**src/rtl/lc3_seq_datapath.sv**
```systemverilog
// lc3_seq_datapath
// ----------------
// Multi-cycle sequencer and datapath for a subset of the LC-3 ISA.
// Each instruction walks FETCH -> DECODE -> EXEC, and loads and stores
// add a MEM step before returning to FETCH. TRAP parks the core in HALT
// until the next reset.
//
// Parameters
//   WIDTH     datapath, register and address width (16..32)
//   RESET_PC  PC value loaded on reset
//
// Ports
//   clk         sole clock, rising-edge
//   reset       synchronous active-high reset
//   mem_req     memory request valid (FETCH and MEM states)
//   mem_we      1 = write (ST/STR), 0 = read
//   mem_addr    request address (PC in FETCH, MAR in MEM)
//   mem_wdata   store data
//   mem_rdata   read data, taken in the cycle mem_ready=1
//   mem_ready   request complete; looked at only while mem_req=1
//   pc_out      current PC
//   ir_out      current instruction register
//   cc_out      condition codes {N,Z,P}
//   halted      high while parked in HALT
//   illegal_op  one-cycle pulse in EXEC of an unsupported opcode
module lc3_seq_datapath #(
    parameter int               WIDTH    = 16,
    parameter logic [WIDTH-1:0] RESET_PC = WIDTH'(16'h3000)
) (
    input  logic             clk,
    input  logic             reset,
    output logic             mem_req,
    output logic             mem_we,
    output logic [WIDTH-1:0] mem_addr,
    output logic [WIDTH-1:0] mem_wdata,
    input  logic [WIDTH-1:0] mem_rdata,
    input  logic             mem_ready,
    output logic [WIDTH-1:0] pc_out,
    output logic [15:0]      ir_out,
    output logic [2:0]       cc_out,
    output logic             halted,
    output logic             illegal_op
);

    // Sequencer states
    localparam logic [2:0] S_FETCH  = 3'd0;
    localparam logic [2:0] S_DECODE = 3'd1;
    localparam logic [2:0] S_EXEC   = 3'd2;
    localparam logic [2:0] S_MEM    = 3'd3;
    localparam logic [2:0] S_HALT   = 3'd4;

    // Supported opcodes
    localparam logic [3:0] OP_BR   = 4'b0000;
    localparam logic [3:0] OP_ADD  = 4'b0001;
    localparam logic [3:0] OP_LD   = 4'b0010;
    localparam logic [3:0] OP_ST   = 4'b0011;
    localparam logic [3:0] OP_AND  = 4'b0101;
    localparam logic [3:0] OP_LDR  = 4'b0110;
    localparam logic [3:0] OP_STR  = 4'b0111;
    localparam logic [3:0] OP_NOT  = 4'b1001;
    localparam logic [3:0] OP_JMP  = 4'b1100;
    localparam logic [3:0] OP_LEA  = 4'b1110;
    localparam logic [3:0] OP_TRAP = 4'b1111;

    // Architectural and sequencing state
    logic [2:0]       state;
    logic [WIDTH-1:0] pc;
    logic [15:0]      ir;
    logic [2:0]       cc;
    logic [WIDTH-1:0] mar;
    logic [WIDTH-1:0] store_data;
    logic [WIDTH-1:0] regs [8];

    // Operands captured from the register file in DECODE
    logic [WIDTH-1:0] sr1_val;
    logic [WIDTH-1:0] sr2_val;

    // Instruction fields and derived values
    logic [3:0]       opcode;
    logic [2:0]       dr_sel;
    logic [2:0]       sr1_sel;
    logic [2:0]       sr2_sel;
    logic [WIDTH-1:0] imm5;
    logic [WIDTH-1:0] off6;
    logic [WIDTH-1:0] off9;
    logic [WIDTH-1:0] alu_b;
    logic [WIDTH-1:0] alu_result;
    logic [WIDTH-1:0] pc_rel;
    logic [WIDTH-1:0] base_rel;
    logic             is_store;
    logic             branch_taken;
    logic             op_illegal;

    // N/Z/P classification of a result written to a register
    function automatic logic [2:0] cc_of(input logic [WIDTH-1:0] v);
        if (v[WIDTH-1]) begin
            return 3'b100;
        end else if (v == '0) begin
            return 3'b010;
        end else begin
            return 3'b001;
        end
    endfunction

    always_comb begin
        opcode  = ir[15:12];
        dr_sel  = ir[11:9];
        sr1_sel = ir[8:6];
        sr2_sel = ir[2:0];

        imm5 = {{(WIDTH-5){ir[4]}}, ir[4:0]};
        off6 = {{(WIDTH-6){ir[5]}}, ir[5:0]};
        off9 = {{(WIDTH-9){ir[8]}}, ir[8:0]};

        // pc already points past the instruction by the time EXEC runs
        pc_rel   = pc + off9;
        base_rel = sr1_val + off6;

        alu_b = ir[5] ? imm5 : sr2_val;
        case (opcode)
            OP_ADD:  alu_result = sr1_val + alu_b;
            OP_AND:  alu_result = sr1_val & alu_b;
            OP_NOT:  alu_result = ~sr1_val;
            default: alu_result = '0;
        endcase

        branch_taken = (ir[11] & cc[2]) | (ir[10] & cc[1]) | (ir[9] & cc[0]);
        is_store     = (opcode == OP_ST) || (opcode == OP_STR);

        case (opcode)
            OP_BR, OP_ADD, OP_LD, OP_ST, OP_AND, OP_LDR, OP_STR,
            OP_NOT, OP_JMP, OP_LEA, OP_TRAP: op_illegal = 1'b0;
            default:                         op_illegal = 1'b1;
        endcase
    end

    // Requests and status are forced quiet while reset is held so an
    // in-flight access is visibly dropped, not just ignored internally.
    assign mem_req    = !reset && ((state == S_FETCH) || (state == S_MEM));
    assign mem_we     = (state == S_MEM) && is_store;
    assign mem_addr   = (state == S_MEM) ? mar : pc;
    assign mem_wdata  = store_data;
    assign pc_out     = pc;
    assign ir_out     = ir;
    assign cc_out     = cc;
    assign halted     = !reset && (state == S_HALT);
    assign illegal_op = !reset && (state == S_EXEC) && op_illegal;

    always_ff @(posedge clk) begin
        if (reset) begin
            state      <= S_FETCH;
            pc         <= RESET_PC;
            ir         <= '0;
            cc         <= 3'b010;
            mar        <= '0;
            store_data <= '0;
            sr1_val    <= '0;
            sr2_val    <= '0;
            regs       <= '{default: '0};
        end else begin
            case (state)
                S_FETCH: begin
                    if (mem_ready) begin
                        ir    <= mem_rdata[15:0];
                        pc    <= pc + WIDTH'(1);
                        state <= S_DECODE;
                    end
                end

                S_DECODE: begin
                    sr1_val <= regs[sr1_sel];
                    sr2_val <= regs[sr2_sel];
                    state   <= S_EXEC;
                end

                S_EXEC: begin
                    state <= S_FETCH;
                    case (opcode)
                        OP_ADD, OP_AND, OP_NOT: begin
                            regs[dr_sel] <= alu_result;
                            cc           <= cc_of(alu_result);
                        end
                        OP_BR: begin
                            if (branch_taken) begin
                                pc <= pc_rel;
                            end
                        end
                        OP_JMP: begin
                            pc <= sr1_val;
                        end
                        OP_LEA: begin
                            regs[dr_sel] <= pc_rel;
                        end
                        OP_LD, OP_ST: begin
                            mar        <= pc_rel;
                            store_data <= regs[dr_sel];
                            state      <= S_MEM;
                        end
                        OP_LDR, OP_STR: begin
                            mar        <= base_rel;
                            store_data <= regs[dr_sel];
                            state      <= S_MEM;
                        end
                        OP_TRAP: begin
                            state <= S_HALT;
                        end
                        default: begin
                            // unsupported opcode: pulse only, no state change
                        end
                    endcase
                end

                S_MEM: begin
                    if (mem_ready) begin
                        if (!is_store) begin
                            regs[dr_sel] <= mem_rdata;
                            cc           <= cc_of(mem_rdata);
                        end
                        state <= S_FETCH;
                    end
                end

                S_HALT: begin
                    state <= S_HALT;
                end

                default: begin
                    state <= S_FETCH;
                end
            endcase
        end
    end

endmodule

```
**config.mk**
```make
export PLATFORM = sky130hd
export DESIGN_NAME = lc3_seq_datapath
export DESIGN_NICKNAME = d
export VERILOG_FILES = /design/src/rtl/lc3_seq_datapath.sv
export SDC_FILE = /design/constraint.sdc
export NUM_CORES = 1
export LEC_CHECK = 0
export CAP_MARGIN = 30
export CORE_MARGIN = 1.5
export CORE_UTILIZATION = 50
export DETAILED_ROUTE_END_ITERATION = 12
export HOLD_SLACK_MARGIN = 0.1
export PLACE_DENSITY = 0.69
export RECOVER_POWER = 50
export SLEW_MARGIN = 20
export SYNTH_ARGS = -nofsm -noshare
export SYNTH_HDL_FRONTEND = slang
export SYNTH_SLANG_ARGS = --single-unit
```
**constraint.sdc**
```tcl
create_clock -name clk -period 4.6 [get_ports clk]
set_clock_uncertainty 0.2 [all_clocks]
set_input_delay 0.46 -clock clk [delete_from_list [all_inputs] [get_ports clk]]
set_output_delay 0.46 -clock clk [all_outputs]
set_load 0.02 [all_outputs]
```
==> impl_metrics.yaml <==
floorplanning:
  floorplan.initialDensity: 0.508
  core_region_area_mm2: 0.0287
  io-pin-count: 90
  fp-row-count: 62
  dieHeight_um: 174
  chip_width_um: 174
  design.die.area_mm2: 0.0302
sta:
  final.min_clock_period_ns: 4.19
  max_freq_ghz: 0.239
  worst_pin_slew_ns: 2.63
  fin_setup_tns_ns: 0
  rsz0062_at_grt: "no"
  layout_worst_path_cycle_share: 0.911
  finalSetupViolCount: 0
  slew-limit-headroom: -0.755
  timing_max_transition_violations_final: 222
  final-hold-violation-count: 0
cells_and_area:
  layout.cell_area.non_filler_mm2: 0.0168
  total_area_of_multi_input_combinational_cells_mm2: 0.00931
  layout.area.seq_mm2: 0.00463
  layout-drive-gt1-share: 0.107
  final_nets: 1932
  finish.utilization: 0.585
  synthToLayoutAreaGrowth_pct: 15.1
  layout_common_cells: "sky130_fd_sc_hd__nand2_1, sky130_fd_sc_hd__dfxtp_1, sky130_fd_sc_hd__a21oi_1"
  layout.cells.non_filler: 2268
  antenna_cells_inserted: 0
  final_common_cell: "sky130_fd_sc_hd__nand2_1"
  num-fill-cells: 2633
clocking:
  postCtsResizedCells: 0
  cts-root-to-sink-buffers: 3
  numCtsBuffers: 27
  cts.repair_timing.setup_buffer_count: 0
  clk_latency_ns: 0.57
  clk_root_buffer_cell: "sky130_fd_sc_hd__clkbuf_16"
  cts_max_level: 1
  clkTransAtPathRegs_ns: 0.06
  cts-hold-fix-buffers: 1
  clock_sink_count: 231
  cts_tree: "built"
detailed_routing:
  post_route_wl_um: 54500
  ant_nets: 0
  drt_first_iter_violations: 1717
  drt_pass_1_iters: 8
  via_count: 14950
  drt-vias-per-instance: 6.59
  remaining_drc_errors: 0
  dr_wl_cell_um: 24.0
setup_path:
  cp_top_family: "buffers and inverters"
  worst-endpoint-required_ns: 4.80
  worst_setup_path_startpoint: "reset"
  worst-endpoint-arrival_ns: 4.39
  crit_slowest_cell: "sky130_fd_sc_hd__clkbuf_2"
  endpoint_kind: "flop"
  timing.critical_path.slowest_cell_delay_ns: 1.34
  r2r_slack_ns: 0.48
  path_length_in_cells_of_the_critical_path: 6
  critical_path_cell_list: "dlygate4sd3_1, clkbuf_2, clkbuf_1, clkbuf_2, nand3b_1, o21ai_0"
  critical_path_endpoint: "regs[61]"
  cp.buffers_inverters: 4
  worstReg2RegEnd: "mem_wdata[11]"
  timing.rr.start: "ir_out[15]"
  critPathMostFrequentCell: "sky130_fd_sc_hd__clkbuf_2"
  timing.critical_path.fanout_max: 81
  criticalPathCategory: "input pin to flop"
  logic_depth_of_the_worst_register_to_register_path: 5
  cp-start-kind: "input pin"
logic_synthesis:
  synth_warnings: 0
  netlist-cell-type-count: 74
  dominantRegCellSynth: "sky130_fd_sc_hd__dfxtp_1"
  mappedNetlistArea_mm2: 0.0146
  seq_area_frac_synth: 0.317
  synthDominantAreaCellType: "sky130_fd_sc_hd__dfxtp_1"
  number_of_enable_type_register_cells_in_the_synthesized_netlist: 0
  post_synth.cell_area_avg_um2: 8.02
  synth.area.top_cells: "sky130_fd_sc_hd__dfxtp_1, sky130_fd_sc_hd__mux4_2, sky130_fd_sc_hd__nand2_1"
  syn_nets: 1888
  yosysTopAreaCellShare: 0.317
  synth.ff_latch_count: 231
  synthesis.instances: 1819
  asyncSetResetFlopFracSynth: 0
power_and_ir_drop:
  power.density_cell_area_mw_per_mm2: 308
  p_int_w: 0.00364
  power.combinational.fraction: 0.162
  pwr-share-seq: 0.411
  leakage_nw: 5.94
  ir_worst_vdd_mv: 0.291
  sw_frac_of_total: 0.297
  clock_power_frac: 0.427
  p_switching_w: 0.00154
run_status:
  violations: "max-capacitance violations, max-slew violations"
  outcome: "complete, but fails checks"
job:
  cap_viol_max_count: 4
global_routing:
  number_of_antenna_violations_at_the_first_check_in_global_routing: 1
  grt_overflow_total: 0
  global_route.usage.total: 0.353
  pin_count_of_the_biggest_net_entering_global_routing: 102
  grt_pass1_vias: 14124
  grt_pass1_wl_um: 83100
placement:
  dp_hpwl_um: 37800
  place_area_mm2: 0.0159
  place_inst: 2213
  gp_congestion: 0.962
  io_buffers: 89
hold_path:
  worst_hold_path_type: "flop to flop"
  worst_hold_path.num_cells: 2
[Yosys cell counts, drive strengths merged, types with 3 or more instances]
cell	number
nor3b	14
nand4	4
a31oi	13
mux4	64
and3	10
a22o	32
a311oi	35
nor2	179
nand2	351
nand3b	18
nor4	9
clkbuf	94
xor2	12
a211oi	37
or3	8
o211ai	18
nand2b	10
a221oi	36
o22ai	20
o21a	5
a21oi	182
mux2i	29
mux2	6
dfxtp	231
inv	34
a211o	3
nor3	32
xnor2	22
or2	7
fa	3
ha	47
buf	43
and3b	3
a21o	12
o31a	3
nor2b	9
a22oi	17
nand4b	3
o21ai	92
nand3	21
and2	13
o21bai	9
[registers in the layout (all words and copies together), names as in the netlist]
name	flops
cc_out	3
ir_out	16
mar	16
mem_wdata	16
op_illegal	1
pc_out	16
regs	128
sr1_val	16
sr2_val	16
state	3
[area by class of cell]
class / count / share of cell area
multi-input combinational: 1416 / 0.554
sequential: 231 / 0.276
timing repair buffer: 152 / 0.0795
clock buffer: 38 / 0.0462
tap: 384 / 0.0286
clock inverter: 12 / 0.00827
inverter: 35 / 0.00782
[layer usage]
layer | vias up | track usage | routed length [µm]
li1 | 6756 | - | -
met1 | 7076 | 0.450 | 20900
met2 | 899 | 0.572 | 25200
met3 | 217 | 0.0529 | 5150
met4 | 2 | 0.200 | 3290
met5 | - | 0 | 13
[stage by stage]
stage / worst slack, ns / hold slack, ns / power, W
floorplan: 0.353 / 0.232 / 0.00268
global placement: 0.719 / 0.250 / 0.00298
detailed placement: 0.621 / 0.265 / 0.00299
CTS: 0.597 / 0.273 / 0.00518
global route: 0.204 / 0.293 / 0.00533
finish: 0.408 / 0.271 / 0.00518
[tightest hold or removal path: stages, from the launching register on]
cell                      delay [ns]
sky130_fd_sc_hd__dfxtp_1        0.32
sky130_fd_sc_hd__nand2_1        0.06
sky130_fd_sc_hd__a21oi_1        0.05
[worst min-delay path by stage]
stage | from | end | slack [ns]
2_1_floorplan | mar[0] | mar[0] | 0.23
3_3_place_gp | mar[0] | mar[0] | 0.25
3_5_place_dp | mar[1] | mar[1] | 0.26
4_1_cts | mar[1] | mar[1] | 0.27
5_1_grt | mar[0] | mar[0] | 0.29
6_report | mar[1] | mar[1] | 0.27
[cell families (layout without fill, tap and decap cells)]
group,Yosys count,in the layout,synth area share
AOI/OAI and AO/OA,537,537,0.239
xor gates and xnor gates,34,34,0.0204
adders and majority gates,50,50,0.0444
buffers and inverters,172,237,0.0475
DFF,231,231,0.317
muxes,99,99,0.123
and+or+nand+nor,696,696,0.208
[power by group through the flow]
stage	Sequential, W	Combinational [W]	Clock [W]
global route	0.00213	0.000894	0.00231
detailed placement	0.00217	0.000819	0
global placement	0.00217	0.000813	0
floorplan	0.00215	0.000533	0
CTS	0.00212	0.000824	0.00223
finish	0.00213	0.000840	0.00221
Power figures use the tool's default switching activity.
